**src/rtl/blake_round_seq.sv**
```systemverilog
// blake_round_seq: round/step sequencer for an iterated BLAKE-256/512 compression core.
//
// One compression runs IDLE -> INIT -> ROUND x (N*STEPS) -> FINAL -> DONE -> IDLE.
// N is 14 rounds for BLAKE-256 (mode=0) and 16 for BLAKE-512 (mode=1). The mode is
// captured when start is accepted. Every output comes straight from a flop.
//
// Parameters
//   STEPS     G-steps per round (8 / G-cores instantiated): 1, 2, 4 or 8
//   STEP_W    width of step_idx, >= 1 and >= clog2(STEPS)
//
// Ports
//   clk        clock
//   rstb       asynchronous active-low reset
//   start      begin one compression (sampled only in IDLE)
//   mode       1 = BLAKE-512 (16 rounds), 0 = BLAKE-256 (14 rounds)
//   done_ack   consumer has taken the result (sampled only in DONE)
//   abort      (only with BLAKE_SEQ_ABORT_EN) drop the compression from INIT/ROUND/FINAL
//   init_round load state matrix from chaining value, salt and counter
//   round_ing  G-function datapath enable
//   round_idx  current round, 0 .. N-1
//   sigma_sel  message permutation select, round_idx mod 10
//   step_idx   current step within the round
//   finalize   fold state into the chaining value
//   done       result valid, held until done_ack
//   busy       high in every state except IDLE
//
// Compile-time option: define BLAKE_SEQ_ABORT_EN to add the abort input.

module blake_round_seq #(
    parameter int unsigned STEPS  = 4,
    parameter int unsigned STEP_W = 2
) (
    input  logic              clk,
    input  logic              rstb,
    input  logic              start,
    input  logic              mode,
    input  logic              done_ack,
`ifdef BLAKE_SEQ_ABORT_EN
    input  logic              abort,
`endif
    output logic              init_round,
    output logic              round_ing,
    output logic [4:0]        round_idx,
    output logic [3:0]        sigma_sel,
    output logic [STEP_W-1:0] step_idx,
    output logic              finalize,
    output logic              done,
    output logic              busy
);

    typedef enum logic [4:0] {
        StIdle  = 5'b00001,
        StInit  = 5'b00010,
        StRound = 5'b00100,
        StFinal = 5'b01000,
        StDone  = 5'b10000
    } state_e;

    localparam logic [STEP_W-1:0] StepLast = STEP_W'(STEPS - 1);

    state_e            state_q, state_d;
    logic              mode_q;
    logic [4:0]        round_q;
    logic [3:0]        sigma_q;
    logic [STEP_W-1:0] step_q;
    logic              busy_q;
    logic [4:0]        round_last;
    logic              round_end;

    assign round_last = mode_q ? 5'd15 : 5'd13;
    assign round_end  = (round_q == round_last) && (step_q == StepLast);

    always_comb begin
        state_d = state_q;
        unique case (state_q)
            StIdle:  if (start) state_d = StInit;
            StInit:  state_d = StRound;
            StRound: if (round_end) state_d = StFinal;
            StFinal: state_d = StDone;
            // A start in the ack cycle is not seen: IDLE only samples start next cycle.
            StDone:  if (done_ack) state_d = StIdle;
            default: state_d = StIdle;
        endcase
`ifdef BLAKE_SEQ_ABORT_EN
        if (abort && ((state_q == StInit) || (state_q == StRound) || (state_q == StFinal))) begin
            state_d = StIdle;
        end
`endif
    end

    always_ff @(posedge clk or negedge rstb) begin
        if (!rstb) begin
            state_q <= StIdle;
            mode_q  <= 1'b0;
            round_q <= 5'd0;
            sigma_q <= 4'd0;
            step_q  <= '0;
            busy_q  <= 1'b0;
        end else begin
            state_q <= state_d;
            busy_q  <= (state_d != StIdle);
            if ((state_q == StIdle) && (state_d == StInit)) begin
                mode_q  <= mode;
                round_q <= 5'd0;
                sigma_q <= 4'd0;
                step_q  <= '0;
            end else if ((state_q == StRound) && (state_d == StRound)) begin
                // Counters only move while staying in ROUND, so they freeze on the last
                // step (and on abort) and hold through FINAL, DONE and IDLE.
                if (step_q == StepLast) begin
                    step_q  <= '0;
                    round_q <= round_q + 5'd1;
                    sigma_q <= (sigma_q == 4'd9) ? 4'd0 : sigma_q + 4'd1;
                end else begin
                    step_q <= step_q + STEP_W'(1);
                end
            end
        end
    end

    // One-hot state bits double as the registered strobes.
    assign init_round = state_q[1];
    assign round_ing  = state_q[2];
    assign finalize   = state_q[3];
    assign done       = state_q[4];
    assign busy       = busy_q;
    assign round_idx  = round_q;
    assign sigma_sel  = sigma_q;
    assign step_idx   = step_q;

endmodule

```
**config.mk**
```make
export PLATFORM = sky130hd
export DESIGN_NAME = blake_round_seq
export DESIGN_NICKNAME = d
export VERILOG_FILES = /design/src/rtl/blake_round_seq.sv
export SDC_FILE = /design/constraint.sdc
export NUM_CORES = 1
export LEC_CHECK = 0
export ABC_CLOCK_PERIOD_IN_PS = 2300
export CORE_MARGIN = 5
export CORE_UTILIZATION = 40
export CTS_CLUSTER_SIZE = 24
export DETAILED_ROUTE_END_ITERATION = 7
export PLACE_DENSITY = 0.7
export SLEW_MARGIN = 20
export SYNTH_ARGS = -nofsm -noshare
export SYNTH_HDL_FRONTEND = slang
export SYNTH_SLANG_ARGS = --single-unit
```
**constraint.sdc**
```tcl
create_clock -name clk -period 2.3 [get_ports clk]
set_clock_uncertainty 0.2 [all_clocks]
set_input_delay 0.46 -clock clk [delete_from_list [all_inputs] [get_ports clk]]
set_output_delay 0.46 -clock clk [all_outputs]
set_load 0.01 [all_outputs]
```
* Word level (Yosys, flattened, before mapping)
Cells that the tools add are included.
** Storage, ports and cells
- Register bits after elaboration :: 18
- Input bits :: 5
- Output and inout port bits :: 16
- Logic and storage cells :: 41
** Cells by class
- Add/subtract/negate cells :: 3
- Equal/unequal tests :: 11
- Muxes and demuxes :: 15
- Reduce and logical (&&, ||, !) cells :: 6
** Operator list (count)
- 5-bit 2-to-1 mux :: 6
- 5-bit case mux with 5 select lines :: 1
- 4-bit 2-to-1 mux :: 4
- 5-bit by 2-bit equality test with 1-bit output (second input constant) :: 2
- 5-bit by 3-bit equality test with 1-bit output (second input constant) :: 2
- 2-bit 2-to-1 mux :: 4
- 5-bit by 1-bit adder with 5-bit output (second input constant) :: 1
- 5-bit by 1-bit equality test with 1-bit output (second input constant) :: 1
- 5-bit by 4-bit equality test with 1-bit output :: 1
- 5-bit by 4-bit equality test with 1-bit output (second input constant) :: 1
- 5-bit equality test (second input constant) :: 1
- 5-bit by 1-bit inequality test with 1-bit output (second input constant) :: 1
- 4-bit by 1-bit adder with 4-bit output (second input constant) :: 1
- 4-bit equality test (second input constant) :: 1
- 2-bit nonzero test :: 2
- 1-bit logical AND :: 3
- 2-bit by 1-bit adder with 2-bit output (second input constant) :: 1
- 2-bit equality test (second input constant) :: 1
- 2-bit AND reduction :: 1

* Depth between registers and ports, before layout
- Depth after elaboration :: 9
- Depth in mapped cells :: 6
- Depth with buffers taken out :: 6

* Least setup slack after synthesis
Ideal clock, no wire load.
- Path kind :: flip-flop to flip-flop
- From :: register state_q[4]
- To :: register round_q[4], in the netlist round_idx[4]
- Setup time :: 77 ps
- Arrival :: 1982 ps
- Required time :: 2023 ps
- Setup slack :: 40 ps
- Cell stages (with the launch flop) :: 6
- Path buffers :: 1
- Clock period less this slack :: 2260 ps
- Cell sequence :: dfrtp_1 -> or3_4 -> or3b_4 -> buf_6 -> or4_1 -> a21oi_1
** Between the ends
- Word-level cells in the longest chain between the ends :: 6
- Elaborated cells on any way between the ends :: 17
- Those cells by class :: eq/ne (7); mux (5); reduce/logical (5)
** RTL lines
- start, declared :: line 61 : state_e state_q, state_d;
- start signal, assigned :: line 93 : state_q <= StIdle;
- start signal, assigned :: line 100 : state_q <= state_d;
- 5-bit equality test (tied with other cells) :: line 75 : unique case (state_q)
- 5-bit case mux with 5 select lines :: line 75
- 5-bit by 2-bit equality test with 1-bit output / 5-bit by 3-bit equality test with 1-bit output (equally long branches) :: line 102, 107
- 1-bit logical AND (on tied branches) :: line 102, 107
- 2-bit nonzero test (no source line)
- 2-bit AND reduction (no source line)
- end signal, assigned :: line 112 : round_q <= round_q + 5'd1;
- end, declared :: line 63 : logic [4:0] round_q;
Several ways; a longest one is shown, not always the timed one.
A chain may end at the register's enable or synchronous reset.

* Worst setup path in the final report
- From :: register state_q[4]
- To :: register round_q[3], in the netlist round_idx[3]
Same word-level chain as after synthesis.

==> results.json <==
{
  "status": "completed",
  "netlist_area_um2": 961,
  "core_area_um2": 2250,
  "totalWireLength_um": 2130,
  "worstSetupPathType": "reg2reg",
  "slew_headroom": 0.649,
  "root_buffer": "clkbuf_4",
  "yosysWarnings": 0,
  "cts_tree": "yes",
  "path_cells": "or3_4 -> or3b_4 -> or4_1 -> a21oi_1",
  "grt_util_met3": 0.0196,
  "grtUsageMet1": 0.178,
  "viasPerCell": 5.30,
  "worst_pin_slew_ns": 0.525,
  "mostFrequentLayoutCells": "clkdlybuf4s50_1 (20), dfrtp_1 (17), nand2_1 (15)",
  "tns_ns": 0,
  "via_count": 784,
  "diodes": 0,
  "crit_path_end_kind": "flop",
  "die_h_um": 59.0,
  "die-area_um2": 3480,
  "critical_path.max_stage_delay_ns": 0.51,
  "grt_pass1_wl_um": 3480,
  "grt.busiest_layer": "met2",
  "final_cell_count_no_fill": 148,
  "place_congestion": 0.815,
  "fmax_mhz": 456,
  "io_buffers": 20,
  "startpoint_type": "flop",
  "die_width_um": 59.0,
  "cts_resized": 0,
  "place_hpwl_um": 1580,
  "num_rows": 17,
  "final_layout_size_suffix_gt1_frac": 0.125,
  "grt_max_degree": 15,
  "use_met2": 0.207,
  "worstPathRequired_ns": 2.32,
  "slowest_stage": "or4_1",
  "hp-class": "in2async",
  "clock_latency_ns": 0.30,
  "first_pass_iters": 5,
  "crit_fanout": 11,
  "area_growth_pct": 31.0,
  "synthArstFlopShare": 1.00,
  "fin_crit_ns": 2.19,
  "min_period_over_period": 0.954,
  "ys_ff_latch": 18,
  "clockBufferDepth": 2,
  "synthFlopType": "dfrtp_1",
  "synth_cell_type_count": 33,
  "worst_ep_arrival_time_ns": 2.22,
  "dp_cells": 144,
  "cts_num_sinks": 18,
  "rsz0062_at_grt": "no",
  "power.density_nw_per_um2": 693,
  "maxSlewViolCount": 0,
  "grt_util_all_layers": 0.131,
  "initial_core_util": 0.426,
  "synthesis.nets": 102,
  "irDropWorstVdd_v": 0.000333,
  "grt_pass1_vias": 747,
  "ios": 21,
  "cap_viol_max_count": 0,
  "hold_buffers": 0,
  "clk_pin_slew_ns": 0.10,
  "ys_seq_area_frac": 0.470,
  "finalHoldViolCount": 0,
  "antenna_found_initial": 0,
  "final_antenna_net_count": 0,
  "setup_viol_count_final": 0,
  "wl_per_cell_um": 14.4,
  "numCtsBuffers": 3,
  "grt_overflow": 0,
  "finalNetCount": 130,
  "post_cts_buffers": 0,
  "power.leakage_nw": 0.533,
  "layout_commonest_cell": "clkdlybuf4s50_1",
  "drc": 0,
  "synth_edf_count": 0,
  "drt-initial-drc-count": 14,
  "h-tree-depth": 1,
  "syn_inst": 93,
  "syn_area_per_cell_um2": 10.3
}
[path summary, 6_finish.rpt]
kind	depth (start not counted)	slack, ns	end	from
hold reg to reg	2	0.33	mode_q$_DFFE_PN0N_	mode_q$_DFFE_PN0N_
setup / recovery	4	0.11	round_idx[3]$_DFFE_PN0P_	state_q[4]$_DFF_PN0_
min in group clk	2	0.33	mode_q$_DFFE_PN0N_	mode_q$_DFFE_PN0N_
hold / removal	1	0.29	sigma_sel[1]$_DFFE_PN0P_	rstb
setup reg to reg	4	0.11	round_idx[3]$_DFFE_PN0P_	state_q[4]$_DFF_PN0_
max in group asynchronous	2	1.09	round_idx[4]$_DFFE_PN0P_	rstb
[cells by family (layout without fill, tap and decap cells)]
group	after synthesis	after routing	share of synthesized area
XOR/XNOR	2	2	0.0182
flip-flops	18	18	0.470
multiplexers	6	6	0.0625
buffers and inverters	8	35	0.0391
AO/OA/AOI/OAI	14	14	0.107
adder cells (fa/ha/maj)	4	4	0.0521
AND/OR/NAND/NOR	41	41	0.251
[per-layer routing]
| layer | vias up | part of all wire |
|---|---|---|
| li1 | 391 | - |
| met1 | 369 | 0.49 |
| met2 | 19 | 0.45 |
| met3 | 5 | 0.040 |
| met4 | 0 | 0.018 |
| met5 | - | 0 |
[metrics by stage]
| stage | util | hold slack [ns] | instance area, um^2 | worst slack, ns | total power [W] |
|---|---|---|---|---|---|
| finish | 0.558 | 0.294 | 1260 | 0.105 | 0.000872 |
| global route | 0.558 | 0.331 | 1260 | 0.0437 | 0.000921 |
| CTS | 0.558 | 0.312 | 1260 | 0.111 | 0.000879 |
| detailed placement | 0.542 | 0.307 | 1220 | 0.129 | 0.000682 |
| global placement | 0.542 | 0.297 | 1220 | 0.191 | 0.000673 |
| floorplan | - | -0.0356 | 961 | 0.0404 | 0.000562 |
[area by class of cell]
cell class / count / area [um^2]
clock buffer: 4 / 36.3
fill: 239 / 996
sequential: 18 / 452
inverter: 5 / 18.8
tap: 28 / 35.0
timing repair buffer: 26 / 245
multi-input combinational: 67 / 472
[registers in the layout, summed over array words and instances (netlist names)]
register / cells
step_idx: 2
sigma_sel: 4
round_idx: 5
busy: 1
mode_q: 1
state_q: 5
[critical path, delay by kind of cell (launching register included)]
kind | cells | cell delay [ns]
flops | 1 | 0.39
simple gates | 3 | 1.36
compound gates | 1 | 0.17
[power breakdown]
group	internal, W	switching (W)	total [W]
clock	0.0000966	0.000101	0.000197
sequential	0.000369	0.0000456	0.000414
combinational	0.000129	0.000132	0.000260
[cells in the mapped netlist, types with 2 or more instances]
cell type / number / area [um^2]
ha_1: 4 / 50.1
a21oi_1: 2 / 10.0
mux2i_1: 6 / 60.1
xnor2_1: 2 / 17.5
or4_1: 2 / 15.0
clkbuf_1: 2 / 7.51
nand4b_1: 2 / 17.5
o31ai_1: 4 / 30.0
o311ai_0: 2 / 17.5
nand2_1: 15 / 56.3
nor2_1: 3 / 11.3
dfrtp_1: 17 / 425
nand2b_1: 2 / 12.5
nor3_1: 3 / 15.0
inv_1: 5 / 18.8
nand3b_1: 4 / 30.0
o21ai_0: 2 / 10.0
Note: power is estimated with default switching activity, not from simulation.
